==> src/rtl/cache_mem_master.sv <==
// cache_mem_master: single-outstanding line refill/writeback initiator for the main-memory cmd/rsp port.
// Defining CACHE_MEM_MASTER_STATS_EN adds saturating read/write/timeout completion counters.
module cache_mem_master #(
  parameter int ADDR_LEN   = 16,
  parameter int MEMORY_DW  = 256,
  parameter int MEMORY_MW  = 32,
  parameter int OFFSET_LEN = 2,
  parameter int TIMEOUT    = 255
) (
  input  logic                 clk,
  input  logic                 rst,
  input  logic                 req_valid,
  output logic                 req_ready,
  input  logic                 req_write,
  input  logic [ADDR_LEN-1:0]  req_addr,
  input  logic [MEMORY_DW-1:0] req_wdata,
  input  logic [MEMORY_MW-1:0] req_wmask,
  output logic                 done_valid,
  output logic                 done_err,
  output logic [MEMORY_DW-1:0] done_rdata,
  output logic                 memory_cs,
  output logic                 memory_cmd_valid,
  input  logic                 memory_cmd_ready,
  output logic                 memory_cmd_read,
  output logic [ADDR_LEN-1:0]  memory_cmd_addr,
  output logic [MEMORY_DW-1:0] memory_cmd_wdata,
  output logic [MEMORY_MW-1:0] memory_cmd_wmask,
  input  logic                 memory_rsp_valid,
  output logic                 memory_rsp_ready,
  input  logic [MEMORY_DW-1:0] memory_rsp_rdata
`ifdef CACHE_MEM_MASTER_STATS_EN
  ,
  output logic [15:0]          stat_rd_cnt,
  output logic [15:0]          stat_wr_cnt,
  output logic [15:0]          stat_to_cnt
`endif
);

  typedef enum logic [2:0] {IDLE, CMD, RWAIT, WWAIT, DONE} state_t;

  localparam logic [7:0]          TO_LIMIT  = 8'(TIMEOUT);
  localparam logic [ADDR_LEN-1:0] ADDR_MASK = {{(ADDR_LEN-OFFSET_LEN){1'b1}}, {OFFSET_LEN{1'b0}}};

  state_t     state, state_nxt;
  logic [7:0] wait_cnt;
  logic       seen_busy;
  logic       accept, cmd_hs, rd_ok, wr_ok, to_hit, timed_out, active_nxt;

  assign req_ready = (state == IDLE);

  always_ff @(posedge clk) begin
    if (rst) state <= IDLE;
    else     state <= state_nxt;
  end

  // A normal completion takes priority over a timeout in the same cycle.
  always_comb begin
    state_nxt = state;
    accept    = 1'b0;
    cmd_hs    = 1'b0;
    rd_ok     = 1'b0;
    wr_ok     = 1'b0;
    to_hit    = 1'b0;
    timed_out = (wait_cnt >= TO_LIMIT);
    case (state)
      IDLE: begin
        if (req_valid) begin
          accept    = 1'b1;
          state_nxt = CMD;
        end
      end
      CMD: begin
        if (memory_cmd_ready) begin
          cmd_hs    = 1'b1;
          state_nxt = memory_cmd_read ? RWAIT : WWAIT;
        end else if (timed_out) begin
          to_hit    = 1'b1;
          state_nxt = DONE;
        end
      end
      RWAIT: begin
        if (memory_rsp_valid) begin
          rd_ok     = 1'b1;
          state_nxt = DONE;
        end else if (timed_out) begin
          to_hit    = 1'b1;
          state_nxt = DONE;
        end
      end
      WWAIT: begin
        if (seen_busy && memory_cmd_ready) begin
          wr_ok     = 1'b1;
          state_nxt = DONE;
        end else if (timed_out) begin
          to_hit    = 1'b1;
          state_nxt = DONE;
        end
      end
      DONE:    state_nxt = IDLE;
      default: state_nxt = IDLE;
    endcase
    active_nxt = (state_nxt == CMD) || (state_nxt == RWAIT) || (state_nxt == WWAIT);
  end

  // Outputs are registered from the next-state decode so they line up with the state they belong to.
  always_ff @(posedge clk) begin
    if (rst) begin
      done_valid       <= 1'b0;
      done_err         <= 1'b0;
      done_rdata       <= '0;
      memory_cs        <= 1'b0;
      memory_cmd_valid <= 1'b0;
      memory_cmd_read  <= 1'b0;
      memory_cmd_addr  <= '0;
      memory_cmd_wdata <= '0;
      memory_cmd_wmask <= '0;
      memory_rsp_ready <= 1'b0;
      seen_busy        <= 1'b0;
      wait_cnt         <= '0;
    end else begin
      done_valid       <= rd_ok | wr_ok | to_hit;
      done_err         <= to_hit;
      memory_cs        <= active_nxt;
      memory_cmd_valid <= (state_nxt == CMD);
      memory_rsp_ready <= (state_nxt == RWAIT);
      if (accept) begin
        memory_cmd_addr  <= req_addr & ADDR_MASK;
        memory_cmd_read  <= ~req_write;
        memory_cmd_wdata <= req_write ? req_wdata : '0;
        memory_cmd_wmask <= req_write ? req_wmask : '0;
      end
      if (rd_ok) done_rdata <= memory_rsp_rdata;
      // Write completion is the responder going busy and then ready again.
      if (cmd_hs)
        seen_busy <= 1'b0;
      else if ((state == WWAIT) && !memory_cmd_ready)
        seen_busy <= 1'b1;
      if (accept)
        wait_cnt <= '0;
      else if ((state == CMD || state == RWAIT || state == WWAIT) && (wait_cnt != 8'hFF))
        wait_cnt <= wait_cnt + 8'd1;
    end
  end

`ifdef CACHE_MEM_MASTER_STATS_EN
  always_ff @(posedge clk) begin
    if (rst) begin
      stat_rd_cnt <= '0;
      stat_wr_cnt <= '0;
      stat_to_cnt <= '0;
    end else begin
      if (rd_ok  && (stat_rd_cnt != 16'hFFFF)) stat_rd_cnt <= stat_rd_cnt + 16'd1;
      if (wr_ok  && (stat_wr_cnt != 16'hFFFF)) stat_wr_cnt <= stat_wr_cnt + 16'd1;
      if (to_hit && (stat_to_cnt != 16'hFFFF)) stat_to_cnt <= stat_to_cnt + 16'd1;
    end
  end
`endif

endmodule

==> config.mk <==
export PLATFORM = sky130hd
export DESIGN_NAME = cache_mem_master
export DESIGN_NICKNAME = d
export VERILOG_FILES = /design/src/rtl/cache_mem_master.sv
export SDC_FILE = /design/constraint.sdc
export NUM_CORES = 1
export LEC_CHECK = 0
export ABC_AREA = 1
export CAP_MARGIN = 10
export CORE_AREA = 2 2 439 441
export DETAILED_ROUTE_END_ITERATION = 8
export DIE_AREA = 0 0 441 443
export GPL_TIMING_DRIVEN = 0
export HOLD_SLACK_MARGIN = 0.1
export PLACE_DENSITY = 0.42
export SYNTH_ARGS = -nofsm -noshare
export SYNTH_HDL_FRONTEND = slang
export SYNTH_SLANG_ARGS = --single-unit
==> constraint.sdc <==
create_clock -name clk -period 3.32 [get_ports clk]
set_input_delay 0.664 -clock clk [delete_from_list [all_inputs] [get_ports clk]]
set_output_delay 0.664 -clock clk [all_outputs]
set_load 0.02 [all_outputs]
==> Yosys cells after proc, flatten, opt, wreduce, memory -nomap -nowiden <==
Index checks and enable logic that the tools add are counted.
Widths: inputs -> output; s select.
{ "totals": {"register_bits": 576, "in_bits": 566, "output_inout_bits": 567, "wordCells": 58} }
{ "classes": {"add_sub_neg": 1, "order_cmp": 1, "n_eq_ne": 7, "n_mux": 22, "bitwise_logic": 3, "n_reduce_logical": 11} }
{ "op_table": {"columns": ["op", "count"], "rows": [
  ["$mux 256", 1],
  ["$mux 32", 1],
  ["$mux 3", 5],
  ["$mux 1", 13],
  ["$eq 3x2->1 const B", 4],
  ["$pmux 3 s4", 1],
  ["$add 8x1->8 const B", 1],
  ["$ge 8x8->1 const B", 1],
  ["$ne 8x8->1 const B", 1],
  ["$eq 3x1->1 const B", 2],
  ["$logic_or 1x1->1", 4],
  ["$reduce_or 2->1", 2],
  ["$logic_and 1x1->1", 3],
  ["$logic_not 3->1", 1],
  ["$pmux 1 s3", 1],
  ["$or 1x1->1", 2],
  ["$logic_not 1->1", 1],
  ["$not 1->1", 1]
]} }

==> Depth between registers and ports, before layout <==
Gate-level depths: netlist of the first run.
{ "depth": {"depth_word": 7, "mapped_depth": 9, "mapped_depth_nobuf": 9} }

==> Least setup slack after synthesis of the first run <==
Ideal clock, no wire load.
{ "synth_path": {"kind": "input port to flip-flop", "startpoint": "in req_valid", "endpoint": "reg memory_cmd_wdata[235]", "t_arrival_ns": 1.666, "path_slack_ns": 1.540, "cell_stages": 8, "n_path_buf": 3, "cell_sequence": "clkbuf_1 -> nand2_4 -> nand2_2 -> inv_2 -> buf_6 -> buf_2 -> nand2_1 -> nand2_1"} }
{ "synth_via": {"elab_chain_cells": 2} }
{ "synth_rtl": {"columns": ["element", "line", "rtl"], "rows": [
  ["start: declaration", "12", "input logic req_valid,"],
  ["$mux 1", "67", "if (req_valid) begin"],
  ["$mux 1", "65", "case (state)"],
  ["end signal: assignment", "129", "memory_cmd_wdata <= req_write ? req_wdata : '0;"],
  ["end: declaration", "26", "output logic [MEMORY_DW-1:0] memory_cmd_wdata,"]
]} }
Every way passes these cells.
A chain may end at the register's enable or synchronous reset.

==> results of run 1 <==
-- sequential cells by signal (all words and copies together) (netlist names) --
signal / flops
done_err: 1
done_rdata: 256
done_valid: 1
memory_cmd_addr: 14
memory_cmd_read: 1
memory_cmd_valid: 1
memory_cmd_wdata: 256
memory_cmd_wmask: 32
memory_cs: 1
memory_rsp_ready: 1
seen_busy: 1
state: 3
wait_cnt: 8
-- final cells by class --
| type | count | area share, % |
|---|---|---|
| buffer | 186 | 2.28 |
| antenna | 16 | 0.108 |
| clock buffer | 110 | 5.99 |
| tap | 2526 | 8.55 |
| multi-input combinational | 1768 | 20.2 |
| inverter | 24 | 0.244 |
| timing repair buffer | 1127 | 30.5 |
| sequential | 576 | 31.2 |
| clock inverter | 31 | 0.924 |
-- metrics by stage --
stage,instances,power [mW],TNS [ns]
floorplan,2554,8.08,0
global placement,6207,9.70,-41.23
detailed placement,6207,9.71,-39.23
CTS,6348,18.5,0
global route,6351,18.9,0
finish,6364,18.2,0
-- worst max-delay path, cell delays in order --
cell and delay [ns]:
clkdlybuf4s50_1 0.50, inv_2 0.40, clkbuf_1 0.80, clkbuf_1 0.57, o21ai_0 0.57, nor2_1 0.19
-- kinds of logic (layout without fill, tap and decap cells) --
family                   after synthesis  count (layout)  share of synthesized area, %
buffers and inverters                210            1478                          4.67
AO/OA/AOI/OAI                        285             285                          7.19
other                                  1              18                        0.0188
adder cells (fa/ha/maj)                1               1                        0.0628
XOR/XNOR                               3               3                         0.132
flip-flops                           576             576                          57.9
AND/OR/NAND/NOR                     1477            1477                          30.0
-- power groups by stage --
| stage | sequential, mW | combinational (mW) | clock, mW |
|---|---|---|---|
| floorplan | 7.59 | 0.497 | 0 |
| detailed placement | 7.39 | 2.31 | 0 |
| finish | 7.25 | 2.28 | 8.63 |
| CTS | 7.24 | 2.33 | 8.97 |
| global placement | 7.39 | 2.32 | 0 |
| global route | 7.26 | 2.42 | 9.19 |
-- repair_timing --
| action | CTS | global route |
|---|---|---|
| hold endpoints to repair | 0 | 0 |
| resized for setup | 0 | 2 |
| setup endpoints to repair | 0 | 1 |
-- cell usage after synthesis, types with 2 or more instances --
master / instances / area (µm²)
buf_4: 9 / 67.6
buf_1: 13 / 48.8
inv_1: 21 / 78.8
o21ai_1: 6 / 30.0
buf_2: 69 / 345
nor2_1: 522 / 1960
inv_2: 2 / 7.51
xor2_1: 3 / 26.3
clkbuf_1: 92 / 345
nand2_1: 635 / 2380
buf_6: 3 / 33.8
a21oi_1: 24 / 120
dfxtp_1: 576 / 11500
o21ai_0: 252 / 1260
nand3_1: 310 / 1550
nand4_1: 4 / 25.0
-- metal layers --
metal  wire length (µm)  part of all wire (%)  track usage, %
met5                385                  0.26               0
met4               3180                   2.1            3.49
met3              10100                   6.7            4.09
met2              73200                    49            25.2
met1              63400                    42            18.3
-- final timing paths --
path / depth (start not counted) / end / slack (ns)
setup / recovery: 6 / done_rdata[58] / 0.16
setup reg to reg: 7 / done_rdata[58] / 0.35
hold / removal: 3 / memory_cmd_addr[3] / 0.40
hold reg to reg: 2 / memory_cmd_wdata[161] / 0.45
==> results.json, run 1 <==
{
  "grt_max_degree": 12,
  "async_flop_share_pct": 0,
  "grt-ovfl-total": 0,
  "io_buffers": 1127,
  "multi_input_area_um2": 7460,
  "rr_startpoint": "state[1]",
  "period_minus_slack_ns": 3.16,
  "layout_common_cells": "clkdlybuf4s50_1 (1,127), nand2_1 (635), dfxtp_1 (576)",
  "finalClockSkew_ns": 0.0190,
  "comb_power_share_pct": 12.5,
  "power.density_nw_per_um2": 491,
  "area_growth_pct": 85.5,
  "totalWireLength_um": 150000,
  "cts_buffers": 77,
  "drive_gt1_share_pct": 5.47,
  "cp-start-kind": "input pin",
  "viasPerCell": 3.50,
  "firstDrtPassIters": 5,
  "setup_slack_ns": 0.155,
  "regArea_um2": 11500,
  "cts_tree": "yes",
  "rsz0062_at_grt": "false",
  "ys_warn_count": 0,
  "grt_pass1_wl_um": 196000,
  "finish.utilization_pct": 19.3,
  "gp_congestion": 0.903,
  "floorplan.initialDensity_pct": 10.4,
  "synth_cell_types": 28,
  "setup_viol": 0,
  "hold_slack_ns": 0.403,
  "cts_root_buf": "clkbuf_16",
  "syn_area_per_cell_um2": 7.80,
  "cap_violations": 0,
  "swShare_pct": 26.7,
  "required_ns": 3.90,
  "internal-power_mw": 13.3,
  "cp-startpoint": "rst",
  "drt-wirelength-per-cell_um": 23.6,
  "placed_area_um2": 34400,
  "cts.clk_slew.worst_paths_ns": 0.06,
  "hold_buffers": 0,
  "finalMaxSlewViolations": 0,
  "fill_cells": 21438,
  "netlist_area_um2": 19900,
  "clockPowerShare_pct": 47.5,
  "cts_sinks": 576,
  "worstHoldStart": "req_valid",
  "post_cts_buffers": 0,
  "hold_viol": 0,
  "grt_pass1_vias": 21234,
  "h-tree-depth": 3,
  "antenna_left": 0,
  "synth_edf_count": 0,
  "route.detailed.drc": 0,
  "die_height_um": 443,
  "status": "finished, final reports clean",
  "clockBufferDepth": 3,
  "yosys_most_used_dff": "dfxtp_1",
  "dp_slack_ns": -0.680,
  "io_pins": 1133,
  "fin_nets": 4327,
  "final_cell_area_um2": 37000,
  "p_leak_nw": 14.2,
  "max_freq_mhz": 316,
  "pwr-share-seq_pct": 39.9,
  "place_hpwl_um": 128000,
  "antenna_found_initial": 59,
  "grt_use_total_pct": 14.8,
  "ys_seq_area_share_pct": 57.9,
  "layout_commonest_cell": "clkdlybuf4s50_1",
  "synth_cells": 2553,
  "vias": 22243,
  "ys_ff_latch": 576,
  "die_width_um": 441,
  "cp_max_fo": 10,
  "hold_path_class": "in -> reg",
  "cp.arrival_ns": 3.75,
  "core_area_um2": 191000,
  "critPathCaptureType": "register",
  "worst_pin_slew_ns": 1.01,
  "irDropWorstVdd_v": 0.000303,
  "maxSlewHeadroom_pct": 32.5,
  "finalCritPeriodShare_pct": 95.3,
  "drtIter0Drc": 1343,
  "clock_latency_ns": 0.67,
  "critical_path_class": "in -> reg",
  "rows": 161,
  "die_area_um2": 195000,
  "switchingPower_mw": 4.85
}
Note: power is estimated with default switching activity, not from simulation.
==> run 2: changes to the inputs <==
GPL_TIMING_DRIVEN = default   (was 0)
REMOVE_ABC_BUFFERS = 1   (was default)
==> results.json, run 2 (synthesis gave the netlist of run 1 again) <==
{
  "rows": 161,
  "power_mw": 18.3,
  "drtIter0Drc": 1454,
  "crit_slowest_cell": "clkdlybuf4s50_1",
  "hold_slack_ns": 0.450,
  "dp_slack_ns": 0.509,
  "cp_num_buf_inv": 2,
  "floorplan.initialDensity_pct": 10.4,
  "required_ns": 2.66,
  "finalMaxSlewViolations": 0,
  "cap_violations": 0,
  "cp.arrival_ns": 2.22,
  "cts_root_buf": "clkbuf_16",
  "vias": 21686,
  "max_freq_mhz": 346,
  "finalCritPeriodShare_pct": 87.0,
  "instances_no_fill": 6233,
  "reg_top3": "done_rdata (256), memory_cmd_wdata (256), memory_cmd_wmask (32)",
  "io_buffers": 1128,
  "final_cell_area_um2": 36900,
  "status": "finished, final reports clean",
  "die_area_um2": 195000,
  "maxSlewHeadroom_pct": 56.6,
  "worstHoldStart": "memory_cmd_wmask[30]",
  "h-tree-depth": 3,
  "irDropWorstVdd_v": 0.000290,
  "placed_area_um2": 34300,
  "clock_latency_ns": 0.68,
  "totalWireLength_um": 143000,
  "clockBufferDepth": 3,
  "die_height_um": 443,
  "dpl.cell_count": 6086,
  "finish.utilization_pct": 19.3,
  "cts_buffers": 78,
  "fill_cells": 21336,
  "core_area_um2": 191000,
  "drt-wirelength-per-cell_um": 23.0,
  "cts_sinks": 576,
  "power.density_nw_per_um2": 497,
  "gp_congestion": 0.904,
  "cp-start-kind": "register",
  "firstDrtPassIters": 5,
  "critical_path_class": "reg -> out",
  "io_pins": 1133,
  "p_leak_nw": 14.1,
  "rsz0062_at_grt": "false",
  "period_minus_slack_ns": 2.89,
  "viasPerCell": 3.48,
  "grt-ovfl-total": 0,
  "rr_startpoint": "state[1]",
  "finalClockSkew_ns": 0.0231,
  "cts_resized": 0,
  "post_cts_buffers": 0,
  "area_growth_pct": 85.3,
  "grt_use_total_pct": 14.1,
  "cp-startpoint": "state[0]",
  "layout_common_cells": "clkdlybuf4s50_1 (1,128), nand2_1 (635), dfxtp_1 (576)",
  "crit_chain": "nor3_4, buf_4, clkdlybuf4s50_1",
  "slowest_delay_ns": 0.64,
  "die_width_um": 441,
  "route.detailed.drc": 0,
  "hold_viol": 0,
  "critPathCaptureType": "output pin",
  "grt_max_degree": 88,
  "place_hpwl_um": 119000,
  "worst_pin_slew_ns": 0.649,
  "antenna_found_initial": 49,
  "cts.clk_slew.worst_paths_ns": 0.05,
  "setup_slack_ns": 0.432,
  "antenna_left": 0,
  "hold_buffers": 0,
  "critical_path.top_delay_family": "buffers and inverters",
  "fin_nets": 4207,
  "cp_max_fo": 15,
  "hold_path_class": "reg -> reg",
  "setup_viol": 0,
  "grt_pass1_vias": 20663,
  "cts_tree": "yes",
  "tns_ns": 0,
  "drive_gt1_share_pct": 5.24,
  "layout_commonest_cell": "clkdlybuf4s50_1",
  "grt_pass1_wl_um": 188000
}
## run 2: path summary, 6_finish.rpt
path	endpoint	slack [ns]	cells after the start
min reg2reg	memory_cmd_wmask[30]	0.45	2
min	memory_cmd_wmask[30]	0.45	2
max reg2reg	done_rdata[136]	0.88	6
max	req_ready	0.43	3
## run 2: area by class of cell
cell class,count,area [µm²],share of cell area [%]
flip-flops and latches,576,11500,31.2
well taps,2526,3160,8.56
repair buffers,1192,12000,32.5
clock buffers,111,2270,6.15
clock inverters,28,357,0.966
inverters,24,113,0.305
diodes,8,20.0,0.0542
multi-input cells,1768,7480,20.3
## run 2: worst min-delay path: stages (launching register included)
cell     delay [ns]
dfxtp_1        0.30
nand2_1        0.06
nand2_1        0.04
## run 2: layer usage
layer | vias to the layer above | global-route usage [%] | wire (µm)
li1 | 10398 | - | -
met1 | 10252 | 17.2 | 59500
met2 | 815 | 23.7 | 69300
met3 | 187 | 4.29 | 10800
met4 | 34 | 4.00 | 3490
met5 | - | 0 | 201
## run 2: where the power goes
| part | total (mW) | leakage (nW) | internal (mW) | switching (mW) |
|---|---|---|---|---|
| Clock | 8.81 | 1.29 | 5.30 | 3.51 |
| Sequential | 7.23 | 4.67 | 7.11 | 0.117 |
| Combinational | 2.30 | 8.10 | 1.10 | 1.20 |
